`src/rtl/in_fm_pkg.sv`:
```
// Shared definitions for the input-feature-map tile path: tile geometry
// helpers and the store-side FSM state encoding.
package in_fm_pkg;

  typedef enum logic [1:0] {
    ST_IDLE  = 2'd0,
    ST_LOAD  = 2'd1,
    ST_DRAIN = 2'd2,
    ST_DONE  = 2'd3
  } state_e;

  // Input tile rows needed to produce out_rows output rows.
  function automatic int unsigned in_tile_rows(input int unsigned out_rows,
                                               input int unsigned ksize,
                                               input int unsigned stride);
    return (out_rows - 1) * stride + ksize;
  endfunction

  // Input tile cols needed to produce out_cols output cols.
  function automatic int unsigned in_tile_cols(input int unsigned out_cols,
                                               input int unsigned ksize,
                                               input int unsigned stride);
    return (out_cols - 1) * stride + ksize;
  endfunction

  // Total words in one input tile across all channels.
  function automatic int unsigned in_tile_words(input int unsigned n_ch,
                                                input int unsigned n_rows,
                                                input int unsigned n_cols);
    return n_ch * n_rows * n_cols;
  endfunction

endpackage

```
`src/rtl/in_fm_tile_cnt.sv`:
```
// Nested ch/row/col walker over one input tile, col fastest. Exposes the
// per-level wrap flags and a flag marking the final word of the tile.
module in_fm_tile_cnt
  import in_fm_pkg::*;
#(
  parameter int unsigned CW   = 16,
  parameter int unsigned NCH  = 16,
  parameter int unsigned NROW = 66,
  parameter int unsigned NCOL = 18
) (
  input  logic          clk_i,
  input  logic          rst_ni,
  input  logic          clr_i,
  input  logic          en_i,
  output logic [CW-1:0] ch_o,
  output logic [CW-1:0] row_o,
  output logic [CW-1:0] col_o,
  output logic          col_wrap_o,
  output logic          row_wrap_o,
  output logic          last_o
);

  logic [CW-1:0] ch_q, ch_d;
  logic [CW-1:0] row_q, row_d;
  logic [CW-1:0] col_q, col_d;

  assign col_wrap_o = (col_q == CW'(NCOL - 1));
  assign row_wrap_o = (row_q == CW'(NROW - 1));
  assign last_o     = col_wrap_o && row_wrap_o && (ch_q == CW'(NCH - 1));
  assign ch_o       = ch_q;
  assign row_o      = row_q;
  assign col_o      = col_q;

  // Next position: clear wins, otherwise advance col, carrying into row and ch.
  always_comb begin
    ch_d  = ch_q;
    row_d = row_q;
    col_d = col_q;
    if (clr_i) begin
      ch_d  = '0;
      row_d = '0;
      col_d = '0;
    end else if (en_i) begin
      if (col_wrap_o) begin
        col_d = '0;
        if (row_wrap_o) begin
          row_d = '0;
          ch_d  = (ch_q == CW'(NCH - 1)) ? '0 : ch_q + 1'b1;
        end else begin
          row_d = row_q + 1'b1;
        end
      end else begin
        col_d = col_q + 1'b1;
      end
    end
  end

  // Counter registers.
  always_ff @(posedge clk_i or negedge rst_ni) begin
    if (!rst_ni) begin
      ch_q  <= '0;
      row_q <= '0;
      col_q <= '0;
    end else begin
      ch_q  <= ch_d;
      row_q <= row_d;
      col_q <= col_d;
    end
  end

endmodule

```
`src/rtl/in_fm_fifo_to_buf.sv`:
```
// Drains one input-feature-map tile from the load FIFO and scatters each word
// into the Tn input buffer banks (bank = channel, address = row*TCI + col).
module in_fm_fifo_to_buf
  import in_fm_pkg::*;
#(
  parameter int unsigned AW = 12,
  parameter int unsigned CW = 16,
  parameter int unsigned DW = 32,
  parameter int unsigned Tn = 16,
  parameter int unsigned Tr = 64,
  parameter int unsigned Tc = 16,
  parameter int unsigned K  = 3,
  parameter int unsigned S  = 1
) (
  input  logic          clk,
  input  logic          rst,
  input  logic          store_start,
  output logic          store_done,
  input  logic [DW-1:0] fifo_data,
  input  logic          fifo_empty,
  output logic          fifo_pop,
  output logic [Tn-1:0] in_fm_wena,
  output logic [AW-1:0] in_fm_waddr,
  output logic [DW-1:0] in_fm_wdata,
  output logic          busy
);

  localparam int unsigned TRI = in_tile_rows(Tr, K, S);
  localparam int unsigned TCI = in_tile_cols(Tc, K, S);

  if ((64'(TRI) * 64'(TCI) > (64'd1 << AW)) || (AW > CW)) begin : g_bad_geometry
    $error("in_fm_fifo_to_buf: input tile plane does not fit the bank address space");
  end

  state_e        state_q, state_d;
  logic          start_acc;
  logic [CW-1:0] cnt_ch, cnt_row, cnt_col;
  logic          cnt_col_wrap, cnt_row_wrap, cnt_last;
  logic [CW-1:0] tag_ch_q, tag_row_q, tag_col_q;
  logic          tag_v_q, tag_last_q;
  logic [Tn-1:0] wena_q;
  logic [AW-1:0] waddr_q;
  logic [DW-1:0] wdata_q;
  logic          wlast_q;
  logic          done_q, busy_q;
  logic [Tn-1:0] bank_oh;
  logic [CW-1:0] addr_full;
  logic          unused_wraps;

  // Start is only honoured from IDLE; any other start leaves counters alone.
  assign start_acc  = store_start && (state_q == ST_IDLE);
  assign fifo_pop   = (state_q == ST_LOAD) && !fifo_empty;

  assign store_done  = done_q;
  assign busy        = busy_q;
  assign in_fm_wena  = wena_q;
  assign in_fm_waddr = waddr_q;
  assign in_fm_wdata = wdata_q;

  // Wrap flags are consumed by the buffer reader, not here.
  assign unused_wraps = cnt_col_wrap ^ cnt_row_wrap;

  in_fm_tile_cnt #(
    .CW  (CW),
    .NCH (Tn),
    .NROW(TRI),
    .NCOL(TCI)
  ) u_cnt (
    .clk_i     (clk),
    .rst_ni    (rst),
    .clr_i     (start_acc),
    .en_i      (fifo_pop),
    .ch_o      (cnt_ch),
    .row_o     (cnt_row),
    .col_o     (cnt_col),
    .col_wrap_o(cnt_col_wrap),
    .row_wrap_o(cnt_row_wrap),
    .last_o    (cnt_last)
  );

  // Bank select decode and in-bank address from the tag of the word in flight.
  always_comb begin
    bank_oh = '0;
    for (int unsigned i = 0; i < Tn; i++) begin
      bank_oh[i] = (tag_ch_q == CW'(i));
    end
  end

  assign addr_full = tag_row_q * CW'(TCI) + tag_col_q;

  if (CW > AW) begin : g_addr_hi
    logic [CW-AW-1:0] unused_addr_hi;
    assign unused_addr_hi = addr_full[CW-1:AW];
  end

  // Next-state: DRAIN ends once the last word's write is on the outputs.
  always_comb begin
    state_d = state_q;
    case (state_q)
      ST_IDLE:  if (store_start) state_d = ST_LOAD;
      ST_LOAD:  if (fifo_pop && cnt_last) state_d = ST_DRAIN;
      ST_DRAIN: if (wlast_q) state_d = ST_DONE;
      ST_DONE:  state_d = ST_IDLE;
      default:  state_d = ST_IDLE;
    endcase
  end

  // State register plus registered done/busy derived from the next state.
  always_ff @(posedge clk or negedge rst) begin
    if (!rst) begin
      state_q <= ST_IDLE;
      done_q  <= 1'b0;
      busy_q  <= 1'b0;
    end else begin
      state_q <= state_d;
      done_q  <= (state_d == ST_DONE);
      busy_q  <= (state_d == ST_LOAD) || (state_d == ST_DRAIN);
    end
  end

  // Tag register: position of the word popped this cycle, used when its data returns.
  always_ff @(posedge clk or negedge rst) begin
    if (!rst) begin
      tag_ch_q   <= '0;
      tag_row_q  <= '0;
      tag_col_q  <= '0;
      tag_v_q    <= 1'b0;
      tag_last_q <= 1'b0;
    end else begin
      tag_v_q    <= fifo_pop;
      tag_last_q <= fifo_pop && cnt_last;
      if (fifo_pop) begin
        tag_ch_q  <= cnt_ch;
        tag_row_q <= cnt_row;
        tag_col_q <= cnt_col;
      end
    end
  end

  // Write stage: returning FIFO data plus its tag onto the bank write port.
  always_ff @(posedge clk or negedge rst) begin
    if (!rst) begin
      wena_q  <= '0;
      waddr_q <= '0;
      wdata_q <= '0;
      wlast_q <= 1'b0;
    end else begin
      wena_q  <= tag_v_q ? bank_oh : '0;
      wlast_q <= tag_v_q && tag_last_q;
      if (tag_v_q) begin
        waddr_q <= addr_full[AW-1:0];
        wdata_q <= fifo_data;
      end
    end
  end

endmodule

```
`config.mk`:
```
export PLATFORM = sky130hd
export DESIGN_NAME = in_fm_fifo_to_buf
export DESIGN_NICKNAME = d
export VERILOG_FILES = /design/src/rtl/in_fm_pkg.sv /design/src/rtl/in_fm_tile_cnt.sv /design/src/rtl/in_fm_fifo_to_buf.sv
export SDC_FILE = /design/constraint.sdc
export NUM_CORES = 1
export LEC_CHECK = 0
export ABC_AREA = 1
export CAP_MARGIN = 20
export CORE_ASPECT_RATIO = 1.25
export CORE_MARGIN = 2
export CORE_UTILIZATION = 30
export CTS_BUF_LIST = sky130_fd_sc_hd__clkbuf_8
export CTS_CLUSTER_SIZE = 12
export DETAILED_ROUTE_END_ITERATION = 12
export MAX_ROUTING_LAYER = met4
export PLACE_DENSITY = 0.49
export SLEW_MARGIN = 10
export SYNTH_ARGS = -nofsm -noshare
export SYNTH_HDL_FRONTEND = slang
export SYNTH_SLANG_ARGS = --single-unit
```
`constraint.sdc`:
```
create_clock -name clk -period 2.8 [get_ports clk]
set_input_delay 0.56 -clock clk [delete_from_list [all_inputs] [get_ports clk]]
set_output_delay 0.56 -clock clk [all_outputs]
set_load 0.03 [all_outputs]
```
== Word level (Yosys, flattened, before mapping) ==
Index checks and enable logic that the tools add are counted.

* Bits in registers: 159
* Input port bits: 36

* Add/sub/neg operators: 4
* $mul: 1
* Eq/ne operators: 24
* Mux-type cells: 17
* Reduce and logical (&&, ||, !) cells: 15

{| class="wikitable"
|+ Operators by type and width
! cell !! number
|-
| $mux 16 || 13
|-
| $eq 16x4->1 const B || 9
|-
| $eq 16x3->1 const B || 4
|-
| $add 16x1->16 const B || 3
|-
| $eq 16x2->1 const B || 2
|-
| $eq 16x1->1 const B || 1
|-
| $eq 16x5->1 const B || 1
|-
| $eq 16x7->1 const B || 1
|-
| $logic_not 16->1 || 1
|-
| $mul 16x4->11 const B || 1
|-
| $add 12x12->12 || 1
|-
| $eq 2x2->1 const B || 4
|-
| $pmux 2 s4 || 1
|-
| $logic_and 1x1->1 || 6
|-
| $mux 2 || 3
|-
| $reduce_bool 2->1 || 3
|-
| $eq 2x1->1 const B || 2
|-
| $reduce_and 3->1 || 1
|-
| $logic_not 2->1 || 1
|-
| $reduce_and 2->1 || 1
|-
| $logic_not 1->1 || 1
|-
| $logic_or 1x1->1 || 1
|}

== Depth between registers and ports, before layout ==
* Depth after elaboration: 8
* Gate-level depth with buffers: 17
* Gate-level depth less buffers: 17

== Modules after synthesis ==
From an unflattened synthesis, not the netlist that was laid out.

* Cell total of the unflattened synthesis: 1073
* Area total of the unflattened synthesis: 8056.5 um2

{| class="wikitable"
|+ Modules (own cells, without submodules)
! module !! instances !! cells each !! area an instance (um2) !! seq. area each (um2)
|-
| in_fm_fifo_to_buf || 1 || 571 || 4808.4 || 2652.5
|-
| in_fm_tile_cnt || 1 || 502 || 3248.1 || 1201.2
|}

== Worst setup path after synthesis ==
OpenSTA, ideal clock, no wires.

* Kind: reg-to-reg
* From: reg tag_row_q[1]
* To: reg waddr_q[11], in the netlist in_fm_waddr[11]
* Library setup time: 118 ps
* Arrival: 2433 ps
* Required time: 2682 ps
* Slack: 249 ps
* Cell stages (with the launch flop): 16
* Buffers on the path: 0
* Period minus slack after synthesis: 2551 ps
* Cells stage by stage: dfrtp_1 > ha_1 > ha_1 > fa_1 > nand2_1 > nand3_1 > nand2_1 > xnor2_1 > ha_1 > nand2_1 > nor2_1 > nand3_1 > nand3_1 > nand3_1 > nand3_1 > nand2_1

* Cells in the longest elaborated chain, start to end: 2

{| class="wikitable"
|+ Ends and longest elaborated chain
! what !! line !! text
|-
| start: declaration || in_fm_fifo_to_buf.sv:39 || <nowiki>logic [CW-1:0] tag_ch_q, tag_row_q, tag_col_q;</nowiki>
|-
| start signal: assignment || in_fm_fifo_to_buf.sv:134 || <nowiki>tag_row_q <= cnt_row;</nowiki>
|-
| $mul 16x4->11 || in_fm_fifo_to_buf.sv:89 || <nowiki>assign addr_full = tag_row_q * CW'(TCI) + tag_col_q;</nowiki>
|-
| $add 12x12->12 || in_fm_fifo_to_buf.sv:89 ||
|-
| end signal: assignment || in_fm_fifo_to_buf.sv:151 || <nowiki>waddr_q <= addr_full[AW-1:0];</nowiki>
|-
| end: declaration || in_fm_fifo_to_buf.sv:42 || <nowiki>logic [AW-1:0] waddr_q;</nowiki>
|}

No other way between the ends.
A chain may end at the register's enable or synchronous reset.

== Worst setup path after layout ==
* From: reg tag_row_q[3]
* To: reg waddr_q[11], in the netlist in_fm_waddr[11]

Same word-level chain as after synthesis.

==> qor.csv <==
metric,value,unit
htreeDepth,4,
dp_cells,1463,
core_area,26700,um^2
cts-root-buf,clkbuf_8,
synth-seq-cells,154,
grt_max_degree,62,
crit_fanout,4,
cts-buffers-inserted,17,
end_kind,register,
synth_cells,1038,
seq_power_share,44.0,%
syn-num-nets,1105,
diodes,0,
dieArea,28300,um^2
drc,0,
die_y,188,um
switching_share,37.5,%
vias,6905,
leakagePower,4.82,nW
start_util,30.3,%
clk_latency,0.47,ns
fin_crit_sh,96.8,%
synth_area_leader_cell,dfrtp_1,
drtPass1Iterations,7,
finalNetCount,1211,
seq_area,3850,um^2
power.density,643,nW/um^2
grt_pass1_vias,6947,
period_minus_slack,2.71,ns
wire_per_inst,13.8,um
die_w,151,um
synth_cell_types,40,
clk_pin_slew,0.10,ns
hold_violations,0,
ys_seq_area_share,47.6,%
outcome,completed,
path_class,register to register,
place_congestion,0.866,
max_freq,369,MHz
synthFlopType,dfrtp_1,
required,3.16,ns
cts_sinks,154,
synthArstFlopShare,100,%
avgSynthCellArea,7.79,um^2
via_per_inst,4.60,
num_rows,67,
grt_pass1_wl,34.1,mm
multiInputGateArea,3840,um^2
drive_gt1_share,9.94,%
setup_viol,0,
layout-area-overhead-vs-synth,24.1,%
yosysWarnings,0,
nFillCells,2757,
synth_area_leaders,"dfrtp_1 (48%), nand2_1 (17%), nand3_1 (4.6%)",
post-dp-hpwl,14.7,mm
drv_slew,0,
synthDominantCellAreaShare,47.6,%
p_int,4.03,mW
maxCapViolations,0,
gr-total-overflow,0,
slew_headroom,54.4,%
whs,0.0540,ns
antenna_left,0,
track_usage,15.4,%
synth_edf_count,0,
worstSetupStartpointType,register,
layout_commonest_cell,nand2_1,
drt_wl_total,20.7,mm
p_sw,2.42,mW
post-place-ws,-0.000413,ns
ctsLongestPathBuffers,2,
critPathArrivalTime,3.07,ns
setup_ws,0.0896,ns
skew,0.0177,ns
tightest_slew,0.683,ns
tritoncts,built,
synthesis.area,8090,um^2
grt_antenna_before_repair,0,
ioPinCount,99,
ir_worst_vdd,0.000241,V
io_buffer_count,98,
drt_iter0_markers,384,
fin_util,37.6,%
layout_common_cells,"nand2_1 (360), dfrtp_1 (153), nor2_1 (96), clkdlybuf4s50_1 (96), inv_1 (89)",
clkPwrFrac,25.8,%
hold_buffers,0,
combinationalPowerShare,30.2,%
fin_cells,1502,
min_path_type,input pin to async pin,
-- layer usage --
layer / global-route usage (%) / vias up / wire length [um]
met5: - / - / 0
met4: 5.14 / 0 / 316
met3: 2.75 / 22 / 887
met2: 25.2 / 141 / 9900
met1: 19.1 / 3203 / 9610
li1: - / 3539 / -
-- cells in the mapped netlist, types with 2 or more instances --
library cell / number
a21oi_1: 15
buf_1: 2
buf_2: 13
buf_6: 4
clkbuf_1: 11
dfrtp_1: 154
fa_1: 2
ha_1: 29
inv_1: 89
inv_2: 14
nand2_1: 365
nand2_2: 2
nand2_4: 3
nand3_1: 74
nand4_1: 34
nor2_1: 97
nor3_1: 20
nor3_2: 3
o21ai_0: 57
o21ai_1: 8
o21ai_2: 9
o22ai_1: 2
xnor2_1: 5
xor2_1: 10
-- power groups by stage --
stage	registers [mW]	logic, mW	clock network [mW]
finish	2.84	1.95	1.67
global route	2.89	2.19	1.84
CTS	2.83	1.93	1.75
detailed placement	2.87	1.92	0
global placement	2.87	1.92	0
floorplan	3.08	0.985	0
-- final timing paths --
| path | startpoint | endpoint | slack (ns) | cells after the start |
|---|---|---|---|---|
| min in group clk | tag_last_q | wlast_q | 0.45 | 2 |
| max in group asynchronous | rst | in_fm_wdata[25] | 1.95 | 2 |
| min | rst | in_fm_wena[14] | 0.05 | 1 |
| min reg2reg | tag_last_q | wlast_q | 0.45 | 2 |
| max reg2reg | tag_row_q[3] | in_fm_waddr[11] | 0.09 | 17 |
| max | tag_row_q[3] | in_fm_waddr[11] | 0.09 | 17 |
-- flip-flops by register name, summed over array words and instances (netlist names) --
name,count
tag_col_q,12
u_cnt.ch_o,16
tag_row_q,11
in_fm_wena,16
store_done,1
state_q,2
busy,1
wlast_q,1
in_fm_wdata,32
u_cnt.col_o,16
tag_v_q,1
u_cnt.row_o,16
tag_last_q,1
tag_ch_q,16
in_fm_waddr,12
-- area by class of cell --
cell class	instances	share of cell area, %
clock inverters	14	1.36
multi-input cells	751	38.2
well taps	345	4.30
flip-flops and latches	154	38.4
clock buffers	18	2.47
repair buffers	117	11.4
inverters	103	3.85
-- worst max-delay path: stages (launching register included) --
cell and delay, ns:
dfrtp_1 0.44, buf_6 0.14, ha_4 0.15, ha_4 0.16
fa_2 0.42, nand2_2 0.08, nand3_2 0.08, nand2_2 0.10
xnor2_2 0.13, ha_4 0.25, nand2_2 0.07, inv_1 0.05
a21oi_1 0.18, nand3_2 0.12, inv_1 0.06, nand2_1 0.04
nand3_1 0.06, nand2_1 0.05
-- logic make-up (layout without fill, tap and decap cells) --
| group | count (synthesis) | after routing | synth area share (%) |
|---|---|---|---|
| AO/OA/AOI/OAI | 96 | 96 | 6.64 |
| XOR/XNOR | 15 | 15 | 1.62 |
| adder cells (fa/ha/maj) | 31 | 31 | 4.98 |
| buffers and inverters | 133 | 252 | 6.74 |
| flip-flops | 154 | 154 | 47.6 |
| multiplexers | 1 | 1 | 0.124 |
| AND/OR/NAND/NOR | 608 | 608 | 32.3 |
-- stage by stage --
step / TNS, ns / area, um^2 / power (mW)
floorplan: 0 / 8090 / 4.06
global placement: 0 / 9450 / 4.78
detailed placement: -0.000413 / 9450 / 4.79
CTS: 0 / 9830 / 6.51
global route: -0.101 / 10000 / 6.92
finish: 0 / 10000 / 6.45
-- repair_timing --
action,4_1_cts,5_1_grt
gates resized for setup,1,26
buffers inserted,0,7
setup endpoints to repair,1,2
pin swaps,0,16
(Power assumes the default switching activity.)
